### src/rtl/demux_pkg.sv
// Shared types and defaults for the demux1to7 serial distributor.
// Holds the controller state encoding and the default slot count.
package demux_pkg;

    typedef enum logic {
        IDLE = 1'b0,
        FILL = 1'b1
    } state_t;

    localparam int SLOTS_DEFAULT = 7;

endpackage

### src/rtl/slot_counter.sv
// Auto-mode slot index counter; wraps to 0 after SLOTS-1.
// Ports: clock, reset (async, high), clr (sync clear, wins over en), en, count.
module slot_counter
    import demux_pkg::*;
#(
    parameter int SLOTS = SLOTS_DEFAULT
) (
    input  logic       clock,
    input  logic       reset,
    input  logic       clr,
    input  logic       en,
    output logic [2:0] count
);

    localparam logic [2:0] LAST = 3'(SLOTS - 1);

    always_ff @(posedge clock or posedge reset) begin
        if (reset) begin
            count <= '0;
        end else if (clr) begin
            count <= '0;
        end else if (en) begin
            count <= (count == LAST) ? 3'd0 : count + 3'd1;
        end
    end

endmodule

### src/rtl/demux1to7.sv
// 1-to-SLOTS serial demux: manual addressed writes in IDLE, whole-frame
// collection into a shadow register in FILL, published to q on completion.
// Ports: clock, reset (async, high), d, we, sel, auto_mode ->
//        q (parallel slots), slot (next auto index), frame_done, sel_err.
module demux1to7
    import demux_pkg::*;
#(
    parameter int SLOTS = SLOTS_DEFAULT
) (
    input  logic             clock,
    input  logic             reset,
    input  logic             d,
    input  logic             we,
    input  logic [2:0]       sel,
    input  logic             auto_mode,
    output logic [SLOTS-1:0] q,
    output logic [2:0]       slot,
    output logic             frame_done,
    output logic             sel_err
);

    localparam logic [3:0] SLOTS_W = 4'(SLOTS);
    localparam logic [2:0] LAST    = 3'(SLOTS - 1);

    state_t           state, state_next;
    logic [SLOTS-1:0] shadow, shadow_next;
    logic [SLOTS-1:0] q_next;
    logic             done_next;
    logic             err_next;
    logic             cnt_clr;
    logic             cnt_en;
    logic             sel_ok;

    assign sel_ok = ({1'b0, sel} < SLOTS_W);

    slot_counter #(
        .SLOTS (SLOTS)
    ) u_slot_counter (
        .clock (clock),
        .reset (reset),
        .clr   (cnt_clr),
        .en    (cnt_en),
        .count (slot)
    );

    always_ff @(posedge clock or posedge reset) begin
        if (reset) begin
            state      <= IDLE;
            q          <= '0;
            shadow     <= '0;
            frame_done <= 1'b0;
            sel_err    <= 1'b0;
        end else begin
            state      <= state_next;
            q          <= q_next;
            shadow     <= shadow_next;
            frame_done <= done_next;
            sel_err    <= err_next;
        end
    end

    always_comb begin
        state_next  = state;
        q_next      = q;
        shadow_next = shadow;
        done_next   = 1'b0;
        err_next    = sel_err;
        cnt_clr     = 1'b0;
        cnt_en      = 1'b0;
        unique case (state)
            IDLE: begin
                // Slot is pinned at 0 so FILL always starts a fresh frame;
                // the entry cycle still obeys manual-write rules.
                cnt_clr = 1'b1;
                if (auto_mode) begin
                    state_next = FILL;
                end
                if (we) begin
                    if (sel_ok) begin
                        for (int i = 0; i < SLOTS; i++) begin
                            if (3'(i) == sel) begin
                                q_next[i] = d;
                            end
                        end
                    end else begin
                        err_next = 1'b1;
                    end
                end
            end
            FILL: begin
                if (!auto_mode) begin
                    // Abort: the partial frame is dropped, q is untouched.
                    state_next  = IDLE;
                    cnt_clr     = 1'b1;
                    shadow_next = '0;
                end else if (we) begin
                    cnt_en = 1'b1;
                    for (int i = 0; i < SLOTS; i++) begin
                        if (3'(i) == slot) begin
                            shadow_next[i] = d;
                        end
                    end
                    if (slot == LAST) begin
                        q_next    = shadow_next;
                        done_next = 1'b1;
                    end
                end
            end
        endcase
    end

endmodule

### config.mk
export PLATFORM = sky130hd
export DESIGN_NAME = demux1to7
export DESIGN_NICKNAME = d
export VERILOG_FILES = /design/src/rtl/demux_pkg.sv /design/src/rtl/slot_counter.sv /design/src/rtl/demux1to7.sv
export SDC_FILE = /design/constraint.sdc
export NUM_CORES = 1
export LEC_CHECK = 0
export CAP_MARGIN = 20
export CORE_MARGIN = 1
export CORE_UTILIZATION = 40
export DETAILED_ROUTE_END_ITERATION = 8
export GPL_ROUTABILITY_DRIVEN = 0
export PLACE_DENSITY = 0.73
export SYNTH_ARGS = -nofsm -noshare
export SYNTH_HDL_FRONTEND = slang
export SYNTH_HIERARCHICAL = 1
export SYNTH_SLANG_ARGS = --single-unit
### constraint.sdc
create_clock -name clock -period 1.9 [get_ports clock]
set_clock_uncertainty 0.2 [all_clocks]
set_input_delay 0.19 -clock clock [delete_from_list [all_inputs] [get_ports clock]]
set_output_delay 0.19 -clock clock [all_outputs]
set_load 0.05 [all_outputs]
; ---- Yosys cells after proc, flatten, opt, wreduce, memory -nomap -nowiden
; Cells that the tools add are included.
[word_totals]
memories = 0
ff_bits = 20
latch_bits = 0
input_bits = 8
output_inout_bits = 12
word_cells = 89
romBits = 0
mem_bits_rw = 0
[op_classes]
n_bitwise = 2
n_shift = 0
div = 0
n_eq_ne = 26
n_addsub = 1
order_cmp = 1
n_mul = 0
mux = 35
reduce_logical = 12
[op_table]
columns = operator, count
row1 = $mux W7, 7
row2 = $reduce_and A6 Y1, 7
row3 = $ne A2 B2 Y1 const B, 12
row4 = $mux W1, 23
row5 = $eq A3 B3 Y1 const A, 6
row6 = $pmux W7 S2, 1
row7 = $eq A2 B3 Y1 const A, 4
row8 = $mux W3, 3
row9 = $eq A1 B3 Y1 const A, 2
row10 = $logic_not A3 Y1, 2
row11 = $add A3 B1 Y3 const B, 1
row12 = $eq A3 B3 Y1 const B, 1
row13 = $lt A3 B3 Y1 const B, 1
row14 = $reduce_and A3 Y1, 1
row15 = $ne A2 B1 Y1 const B, 1
row16 = $not A1 Y1, 2
row17 = $pmux W1 S2, 1
row18 = $reduce_and A2 Y1, 1
row19 = $reduce_bool A2 Y1, 1

; ---- Depth between registers and ports, before layout
[logic_depth]
ltp_word = 6
mapped_depth = 6
ltp_nobuf = 4

; ---- By module
; Netlist, hierarchy kept.
[modules_own_cells]
columns = module, cells_per_inst, seq_area_each_um2, area_each_um2, n_inst
row1 = demux1to7, 104, 425.4, 1088.5, 1
row2 = slot_counter, 16, 75.1, 145.1, 1

; ---- Worst setup path before layout
; No wires, ideal clock.
[synth_timing]
kind = flip-flop to flip-flop
from = reg u_slot_counter.count[2]
to = reg q[1]
n_path_buf = 2
stages_incl_launch_ff = 6
arrival_ns = 1.870
slack_ns = -0.294
period_less_slack_ns = 2.194
required_ns = 1.575
setup_time_ns = 0.125
path_cell_list = dfrtp_1 -> buf_2 -> buf_2 -> nand4b_2 -> o22ai_1 -> mux2_2
[synth_via]
elab_chain_cells = 6
word_cells_on_any_way = 9
classes_between = eq/ne (3) / mux (5) / reduce/logical (1)
[synth_rtl]
columns = item, line
row1 = "start, declared", slot_counter.sv:12  ; output logic [2:0] count
row2 = "start signal, assigned", slot_counter.sv:23  ; count <= (count == LAST) ? 3'd0 : count + 3'd1;
row3 = $eq A1 B3 Y1, demux1to7.sv:99  ; if (3'(i) == slot) begin
row4 = $mux W1, demux1to7.sv:99
row5 = $mux W7, demux1to7.sv:103  ; if (slot == LAST) begin
row6 = $mux W7, demux1to7.sv:96  ; end else if (we) begin
row7 = $mux W7, demux1to7.sv:91  ; if (!auto_mode) begin
row8 = $pmux W7 S2, demux1to7.sv:70  ; unique case (state)
row9 = "end signal, assigned", demux1to7.sv:55  ; q <= q_next;
row10 = "end, declared", demux1to7.sv:16  ; output logic [SLOTS-1:0] q,
; Several ways; a longest one is shown, not always the timed one. The select of a mux whose other input is x is not followed.
; A chain may end at the register's enable or synchronous reset.

; ---- Final worst setup path
[layout_timing]
from = reg q[6]
to = out q[6]
; No word-level cell between the ends.

==> impl_summary.md <==
Run status
The run finished, with violations left. The final reports fail on DRC.

Route
The first-pass detailed-route iteration total is 6. The detail-routed net length per standard cell is ~16 um. The post-detailed-route via-to-cell ratio is 6.01.

The remaining antenna violation count is 0. After detailed routing, the number of remaining DRC violations is 1. The final wirelength is 2.89 mm. The routed layout has 1057 vias. For this block, the initial DRC count from the detailed router was 34.

Worst hold path
Along the worst hold path, the cell count comes to 2. The launch instance of the worst min-delay path is auto_mode. In this run the worst hold path is classified as in -> reg.

Setup path
The signal on the critical path passes through clkdlybuf4s50_1. The arrival time of the worst setup path is ~1500 ps. The sort of element at the end of the critical path is an output port. The cell family contributing the most delay on the critical path is buffers and inverters.

The class of the most critical setup path is reg -> out. Along the worst path, the maximum fanout reaches 2. STA classifies the critical path startpoint as a flip-flop.

The worst register-to-register path has a depth of 3. The startpoint of the most critical register-to-register path is state. The library cell contributing the largest single delay on the critical path is clkdlybuf4s50_1. The longest individual stage delay on the worst path is about 800 ps. The depth of the critical timing path with buffers and inverters included is 1.

Together, buffers and inverters on the worst path number 1. The source of the critical timing path is q[6]. Data on the critical path is required at its endpoint by 1510 ps.

Synth
Synthesis produced 120 cells. The post-synthesis sequential element count is 20. The cell area that synthesis handed to floorplanning was approximately 1200 um2. The number of nets handed over by synthesis was ~130.

In the synthesized netlist the async set-or-reset flop fraction comes to 100%. Counting flops with a built-in enable in the synthesized netlist gives 0. The number of library cell types mapped by synthesis is 33. The total of warnings raised by yosys is 6. The dominant synthesized flop cell is dfrtp_1.

The part of the Yosys area used for sequential elements is between 40% and 50%. Dividing the synthesized area by the synthesized cell count gives a little over 10 um2.

CTS
After clock tree synthesis, the clock-pin slew on the worst setup and hold paths is ~110 ps. CTS built an H-tree with a depth of 1. The cell sitting at the root of the clock tree is a clkbuf_4. The clock net sink count is 20. The total clock buffers created by CTS is 3.

For the worst-skew pair, the clock arrives at the later sink with an insertion delay of between 300 and 400 ps. The maximum number of buffers from clock root to sink is 2. TritonCTS built the clock tree.

Floorplanning
The width of the die is about 58 um. Pin placement for this block handled 20 I/O pins. The initial cell density of the core is 43.6%. The die area is about 3300 um2. Measured along the y axis, the die boundary spans 57.5 um.

The number of rows created at floorplan is 19. The core region area is 2830 um2.

Finish
Leaving out fill and tap cells, the most frequent cells in the layout are 17 x dfrtp_1, 11 x inv_1, 11 x o22ai_1. The final-stage net count is ~150. Cells with a size suffix above 1 make up around a fifth of the layout. The area added between synthesis and finish is 28.8%. The repair_antennas step left the layout with diodes totalling 0.

The leading cell type in the layout, fill and taps excluded is dfrtp_1. For this run, the number of standard cells in the final layout without fillers is approximately 180.

STA
Setup violations remaining at the end of the flow were counted as 0. Setup repair after global routing left no endpoint under its margin. After layout, the worst path uses 97.1% of the clock period. At the pin with the least slew margin, the transition time is 508 ps.

The relative max-transition margin is 66.0%. The count of endpoints failing hold in the final timing report is 0. The max-slew violation count is 0. The routed design could run at a clock period as short as roughly 1800 ps. The achievable clock frequency is between 500 and 600 MHz.

Power and ir drop
The power per cell area is ~720 nW/um2. The post-route total power is 0.00115 W. The leakage power is slightly above 0.7 nW. IR analysis of the VDD net gives a maximum drop of between 0.0006 and 0.0007 V.

Placed design
Detailed placement ended at an HPWL of around 2.1 mm. In this run the tool buffered the top-level ports with 19 buffer cells. The number of placed instances, taps included is 171.

GRT
Entering global routing, the biggest net connects 20 pins. The global-route wire length before repair is about 4.6 mm. The via count of the first global-routing pass was 960. Across every metal layer, demand over resource in global routing totals a little under a fifth. The initial antenna violation count is 0.

The total congestion overflow is 0.

Run
The number of maximum-capacitance constraint violations is 0.
[Yosys cell counts, types with 2 or more instances]
master,instances,area share (%)
nand4b_1,3,2.1
nand2_1,6,1.8
a311o_1,5,4.1
o32ai_1,2,1.4
mux2_2,7,6.4
o22ai_1,11,5.6
nand2b_1,3,1.5
dfrtp_1,20,41
and4b_1,3,2.4
clkbuf_1,4,1.2
nor2_1,3,0.91
mux2i_1,6,4.9
inv_1,11,3.3
nor4bb_1,5,4.1
nand3b_1,5,3.0
a21oi_1,3,1.2
or3b_1,4,2.8
buf_2,3,1.2
buf_6,2,1.8
[layer usage]
metal  GRT usage, %  wire, um  part of all wire (%)  up-vias
li1               -         -                     -      506
met1           25.0      1300                    45      513
met2           27.9      1410                    49       33
met3           5.90       166                   5.7        5
met4           4.53        20                  0.69        0
met5              0         0                     0        -
[metrics by stage]
step / util (%) / cell area, um2 / hold slack (ps) / setup slack, ps / TNS [ps]
6_report: 56.2 / 1590 / 300 / 54.6 / 0
5_1_grt: 56.2 / 1590 / 292 / 5.60 / 0
4_1_cts: 55.6 / 1570 / 290 / 3.48 / 0
3_5_place_dp: 54.4 / 1540 / 199 / -179 / -548
3_3_place_gp: 54.4 / 1540 / 200 / -144 / -337
2_1_floorplan: - / 1250 / -256 / -30.5 / -83.1
[area by class of cell]
class	instances	area [um2]
sequential	20	504
inverter	11	41.3
fill	263	1240
multi-input combinational	79	641
timing repair buffer	31	338
tap	31	38.8
clock buffer	4	26.3
[timing repair]
| item | in CTS | in global routing |
|---|---|---|
| setup endpoints to repair | 2 | 6 |
| resized for setup | 2 | 6 |
| buffers inserted | 0 | 0 |
| hold buffers | 1 | 0 |
| endpoints found under the hold margin | 3 | 0 |
| pin swaps | 0 | 0 |
[cell families (layout without fill, tap and decap cells)]
kind of cell	count (synthesis)	count (layout)	share of synthesized area [%]
DFF	20	20	40.6
AOI/OAI and AO/OA	26	26	15.5
muxes	13	13	11.3
buffers and inverters	21	46	8.21
and+or+nand+nor	40	40	24.4
[worst register-to-register path, stage by stage (launching register included)]
cell and delay, ps:
dfrtp_1 430, or3b_1 450, o32ai_1 270, mux2_2 370
[power breakdown]
group / switching [W] / total (W) / internal (W) / leakage [nW]
clock: 0.000134 / 0.000216 / 0.0000820 / 0.0150
combinational: 0.000245 / 0.000401 / 0.000155 / 0.456
sequential: 0.0000436 / 0.000532 / 0.000489 / 0.254
total: 0.000423 / 0.00115 / 0.000726 / 0.725
[path summary, 6_finish.rpt]
check,slack (ps),to
worst max register to register,70,q[0]
worst min-delay path,300,state
worst min register to register,310,sel_err
min in group asynchronous,420,u_slot_counter/count[1]
max in group asynchronous,730,shadow[3]
worst max-delay path,50,q[6]
[registers in the layout (all words and copies together), names as in the netlist]
register and flops:
q 7, shadow 7, sel_err 1, u_slot_counter/count 3, frame_done 1, state 1
(Power assumes the default switching activity.)
